===== src/rtl/hack_mem_arbiter.sv =====
// Purpose: share one single-port data RAM between the Hack CPU (port 0) and a DMA mover (port 1).
// Latency: grant, RAM command and cpu_stall are combinational; read data returns one cycle after grant.
// Backpressure: CPU wins contention; after STARVE_LIMIT denied DMA cycles the DMA is forced through.
module hack_mem_arbiter #(
  parameter int ADDR_W       = 15,
  parameter int DATA_W       = 16,
  parameter int STARVE_LIMIT = 4
) (
  input  logic              clock,
  input  logic              reset,

  // CPU data side
  input  logic              req0,
  input  logic              we0,
  input  logic [ADDR_W-1:0] addr0,
  input  logic [DATA_W-1:0] wdata0,
  output logic              gnt0,
  output logic              rvalid0,
  output logic [DATA_W-1:0] rdata0,
  output logic              cpu_stall,

  // DMA engine
  input  logic              req1,
  input  logic              we1,
  input  logic [ADDR_W-1:0] addr1,
  input  logic [DATA_W-1:0] wdata1,
  output logic              gnt1,
  output logic              rvalid1,
  output logic [DATA_W-1:0] rdata1,

  // RAM port
  output logic              mem_en,
  output logic              mem_we,
  output logic [ADDR_W-1:0] mem_addr,
  output logic [DATA_W-1:0] mem_wdata,
  input  logic [DATA_W-1:0] mem_rdata
);

  // Counter limit held at the counter's own width so comparisons need no casts.
  localparam logic [7:0] LIMIT = 8'(STARVE_LIMIT);

  // Number of consecutive cycles the DMA has been refused; saturates at LIMIT.
  logic [7:0] starve_cnt;
  logic       force_dma;

  // Once the DMA has waited LIMIT cycles it beats the CPU on the next contention.
  assign force_dma = (starve_cnt >= LIMIT);

  // Priority grant: DMA only when alone or starved, otherwise CPU; nothing while in reset.
  always_comb begin
    gnt0 = 1'b0;
    gnt1 = 1'b0;
    if (reset) begin
      if (req1 && (!req0 || force_dma)) begin
        gnt1 = 1'b1;
      end else if (req0) begin
        gnt0 = 1'b1;
      end
    end
  end

  // RAM command mux: the granted port owns the RAM; idle cycles drive a clean all-zero command.
  always_comb begin
    mem_en    = gnt0 | gnt1;
    mem_we    = 1'b0;
    mem_addr  = '0;
    mem_wdata = '0;
    if (gnt0) begin
      mem_we    = we0;
      mem_addr  = addr0;
      mem_wdata = wdata0;
    end else if (gnt1) begin
      mem_we    = we1;
      mem_addr  = addr1;
      mem_wdata = wdata1;
    end
  end

  // The CPU clock-enable drops whenever it asks but is not served, including forced DMA cycles.
  assign cpu_stall = req0 && !gnt0;

  // Both ports see the RAM output directly; rvalidN says whose data it is.
  assign rdata0 = mem_rdata;
  assign rdata1 = mem_rdata;

  // Starvation counter: counts refused DMA cycles, restarts on a DMA grant or a withdrawn request.
  always_ff @(posedge clock or negedge reset) begin
    if (!reset) begin
      starve_cnt <= '0;
    end else if (gnt1 || !req1) begin
      starve_cnt <= '0;
    end else if (!force_dma) begin
      starve_cnt <= starve_cnt + 8'd1;
    end
  end

  // Read-return strobes: one pulse the cycle after a granted read; reset drops any read in flight.
  always_ff @(posedge clock or negedge reset) begin
    if (!reset) begin
      rvalid0 <= 1'b0;
      rvalid1 <= 1'b0;
    end else begin
      rvalid0 <= gnt0 && !we0;
      rvalid1 <= gnt1 && !we1;
    end
  end

endmodule

===== config.mk =====
export PLATFORM = sky130hd
export DESIGN_NAME = hack_mem_arbiter
export DESIGN_NICKNAME = d
export VERILOG_FILES = /design/src/rtl/hack_mem_arbiter.sv
export SDC_FILE = /design/constraint.sdc
export NUM_CORES = 1
export LEC_CHECK = 0
export ABC_AREA = 1
export CAP_MARGIN = 15
export CORE_MARGIN = 4
export CORE_UTILIZATION = 27
export CTS_CLUSTER_DIAMETER = 200
export DETAILED_ROUTE_END_ITERATION = 8
export PLACE_DENSITY_LB_ADDON = 0.1
export SLEW_MARGIN = 20
export SYNTH_ARGS = -nofsm -noshare
export SYNTH_HDL_FRONTEND = slang
export SYNTH_SLANG_ARGS = --single-unit

===== constraint.sdc =====
create_clock -name clock -period 2.25 [get_ports clock]
set_input_delay 0.675 -clock clock [delete_from_list [all_inputs] [get_ports clock]]
set_output_delay 0.675 -clock clock [all_outputs]
set_load 0.03 [all_outputs]

; ---- Word level (Yosys, flattened, before mapping)
; Index checks and enable logic that the tools add are counted.
[classes]
muxes = 13
eq_ne = 1
order_cmp = 1
n_bitwise = 1
div = 0
shift = 0
reduce_logical = 11
mul = 0
addsub = 1
[op_table]
columns = op, count
row1 = $mux 16, 2
row2 = $mux 15, 2
row3 = $mux 8, 2
row4 = $add 8x1->8 const B, 1
row5 = $ge 8x3->1 const B, 1
row6 = $mux 1, 7
row7 = $logic_not 1->1, 5
row8 = $logic_and 1x1->1, 4
row9 = $logic_or 1x1->1, 2
row10 = $ne 2x1->1 const B, 1
row11 = $or 1x1->1, 1
[totals]
latchBits = 0
in_bits = 84
ram_bits = 0
romBits = 0
elab_cells = 31
output_inout_bits = 70
reg_bits = 10
n_memories = 0

; ---- Longest topological paths before layout
[depth]
depth_word = 7
depth_mapped = 6
mapped_depth_nobuf = 6

; ---- Worst setup path before layout
; Ideal clock, no wire load.
[synth_path]
path_type = input to output
from = input reset
to = output cpu_stall
path_stages = 4
path_slack_ns = -0.140
arrival_time_ns = 1.715
t_required_ns = 1.575
path_buffers = 1
cell_sequence = buf_2 > nand2_1 > a21oi_1 > nor2_1
[synth_between]
elab_chain_cells = 3
[synth_rtl]
columns = element, line_no
row1 = from (decl), 10  ; input logic reset,
row2 = $mux 1, 53  ; if (reset) begin
row3 = via gnt0, 17  ; output logic gnt0,
row4 = $logic_not 1->1, 80  ; assign cpu_stall = req0 && !gnt0;
row5 = $logic_and 1x1->1, 80
row6 = to (decl), 20  ; output logic cpu_stall,
; The timed path passes the listed nets, and every way through them passes these cells.

; ---- Final worst setup path
[layout_path]
from = input req0
to = output mem_addr[7]
[layout_between]
elab_chain_cells = 7
word_cells_on_any_way = 10
cone_classes = mux (7) / reduce/logical (3)
[layout_rtl]
columns = element, line_no
row1 = from (decl), 13  ; input logic req0,
row2 = $logic_not 1->1, 54  ; if (req1 && (!req0 || force_dma)) begin
row3 = $logic_or 1x1->1, 54
row4 = $logic_and 1x1->1, 54
row5 = $mux 1, 54
row6 = $mux 1, 53
row7 = $mux 15, 72  ; end else if (gnt1) begin
row8 = $mux 15 *, 68  ; if (gnt0) begin
row9 = to (decl), 34  ; output logic [ADDR_W-1:0] mem_addr,
; Every way passes the cells marked *; elsewhere a longest branch is shown, timed or not.

==> reports/results.txt <==
Status -> completed
Worst min path class -> in2async
Worst slew margin -> 76.62%
DRC viols -> 0
Pwr Total -> 0.8860 mW
Min Hold Slack -> 415.3 ps
Antenna violations before repair -> 0
Internal -> 0.5849 mW
Switching share of power -> 33.98%
Total iterations of the first detailed-routing run -> 4
Commonest non-fill, non-tap cell in the layout -> clkdlybuf4s50_1
Post-synthesis register bit count -> 10
CTS tree -> done
Detail Route Antenna Nets -> 0
Clk pwr share -> 25.0%
Fin crit share -> 99.55%
Share of cells above drive strength 1 -> 30.11%
Slew @ Worst Pin -> 350.5 ps
RSZ-0062 raised after global routing -> yes
Tot GR Track Use -> 16.06%
DP HPWL -> 3.778 mm
# clock sinks -> 10
Reg2reg path depth -> 7
First-pass GRT wire length -> 7.948 mm
Total core area -> 0.004692 mm²
PD cells -> 356.4 mW/mm²
Startpoint Class -> input port
FF/Latch Area -> 250.2 µm²
Post-cts hold buffer count -> 0
Most frequent cells in the layout -> clkdlybuf4s50_1 (66), buf_6 (35), nand4_1 (32)
Final Routed Wirelength -> 5.078 mm
I/O pins -> 154
Worst vdd ir -> 181.5 µV
Sequential power share -> 21.4%
Netlist cell types -> 18
Syn-to-layout area delta -> 90.14%
Final Hold Vio Count -> 0
Psw -> 0.3011 mW
Root cell of the clock tree -> clkbuf_8
Crit path required time -> 1570 ps
Wirelength per Cell -> 15.25 µm
Comb power frac -> 53.6%
Register area share after synthesis -> 19.14%
Syn Nets -> 287
Via count -> 1593
Syn. warnings -> 0
CP endpoint kind -> output port
Final Util -> 52.99%
Inserted Clock Buffers -> 3
H-tree level count -> 1
Minimum clock period -> 2240 ps
Setup-failing EPs final -> 0
IO buf count -> 105
Die width -> 77.59 µm
Inserted Diodes -> 0
Cells after Synth -> 201
Fmax -> 446.5 MHz
FILL cells -> 480
Largest net degree at the start of global routing -> 45
DR iter-0 viols -> 71
Multi-input logic area -> 765.7 µm²
Vias in the first global route -> 1593
Die ar. -> 0.006020 mm²
Skew final -> 5.479 ps
Die height -> 77.59 µm
CTS max path bufs -> 2
Syn_area_per_cell -> 6.505 µm²
Slew Viols, Final -> 0
Effective utilization at floorplan -> 27.87%
Synthesized cell area -> 0.001308 mm²
Global route overflow -> 0
Max Fanout on Critical Path -> 8
Vias/cell -> 4.784
Row count -> 25
Total leakage power -> 1.178 nW
Max Cap Viol -> 0
Final net count -> 366
RePlAce Congestion -> 0.7469
Clock latency at the later pin of the worst-skew pair -> 230 ps
Crit path kind -> in2out
Clock Pin Slew Worst Setup and Hold Paths -> 50 ps
Worst path arrival time -> 1560 ps
[worst paths after layout]
| path | slack (ps) | from | to |
|---|---|---|---|
| setup / recovery | 10 | req0 | mem_addr[7] |
| hold / removal | 420 | reset | starve_cnt[0] |
| setup reg to reg | 900 | starve_cnt[4] | rvalid0 |
| hold reg to reg | 540 | starve_cnt[3] | starve_cnt[3] |
| max in group asynchronous | 1640 | reset | rvalid0 |
| min in group clock | 540 | starve_cnt[3] | starve_cnt[3] |
[registers in the layout (all words and copies together), names as in the netlist]
name,cells
starve_cnt,8
rvalid0,1
rvalid1,1
[per-layer routing]
metal	track usage, %	vias up	wire (µm)
li1	-	803	-
met1	18.87	709	1956
met2	27.74	66	2579
met3	5.684	15	470
met4	3.737	0	71
met5	0	-	0
[layout make-up]
cell class / instances / share of cell area [%]
Inverter: 15 / 2.265
Clock buffer: 4 / 2.214
Timing Repair Buffer: 123 / 51.94
Multi-Input combinational cell: 127 / 30.80
Tap cell: 54 / 2.718
Sequential cell: 10 / 10.07
[cell families (layout without fill, tap and decap cells)]
logic type / after synthesis / after routing / share of synthesized area, %
AOI/OAI and AO/OA: 3 / 3 / 1.626
xor gates and xnor gates: 1 / 1 / 0.6700
adders and majority gates: 2 / 2 / 1.914
buffers and inverters: 64 / 142 / 30.05
DFF: 10 / 10 / 19.14
and+or+nand+nor: 121 / 121 / 46.60
[power by group through the flow]
stage	combinational [mW]	sequential [mW]	clock (mW)
detailed placement	0.423	0.192	0
CTS	0.454	0.189	0.225
floorplan	0.297	0.194	0
global placement	0.423	0.192	0
global route	0.509	0.190	0.241
finish	0.475	0.189	0.222
[repair_timing]
| action | in CTS | in global routing |
|---|---|---|
| pin swaps | 3 | 11 |
| gates cloned | 1 | 0 |
| setup endpoints to repair | 36 | 35 |
| setup buffers | 4 | 1 |
| gates resized for setup | 28 | 40 |
[synth_stat cells]
| master | n | area, µm² |
|---|---|---|
| nand4_4 | 1 | 21.27 |
| o21ai_0 | 1 | 5.000 |
| buf_4 | 32 | 240.2 |
| dfrtp_1 | 10 | 250.2 |
| nand4_1 | 32 | 200.2 |
| buf_1 | 6 | 22.52 |
| o21bai_2 | 1 | 11.26 |
| nand2_1 | 36 | 135.1 |
| nor2_1 | 14 | 52.55 |
| xor2_1 | 1 | 8.760 |
| nand2_4 | 1 | 11.26 |
| ha_1 | 2 | 25.02 |
| nand3_1 | 34 | 170.2 |
| inv_1 | 15 | 56.30 |
| a21oi_1 | 1 | 5.000 |
| nor2_2 | 3 | 18.77 |
| buf_6 | 3 | 33.78 |
| buf_2 | 8 | 40.04 |
[through the flow]
stage	instance area, µm²	setup TNS, ps	instances	worst slack (ps)
floorplan	1311	0	201	74.54
global placement	2161	-13520	326	-406.4
detailed placement	2161	-14140	326	-424.5
CTS	2347	-479.4	334	-42.52
global route	2486	-1325	333	-97.50
finish	2486	0	333	10.11
[worst max-delay path: stages]
cell and delay [ps]:
buf_4 110, nand4_4 140, nand2_4 130, buf_12 110
buf_16 120, nand3_1 60, nand2_1 70, buf_6 130
Power figures use the tool's default switching activity.
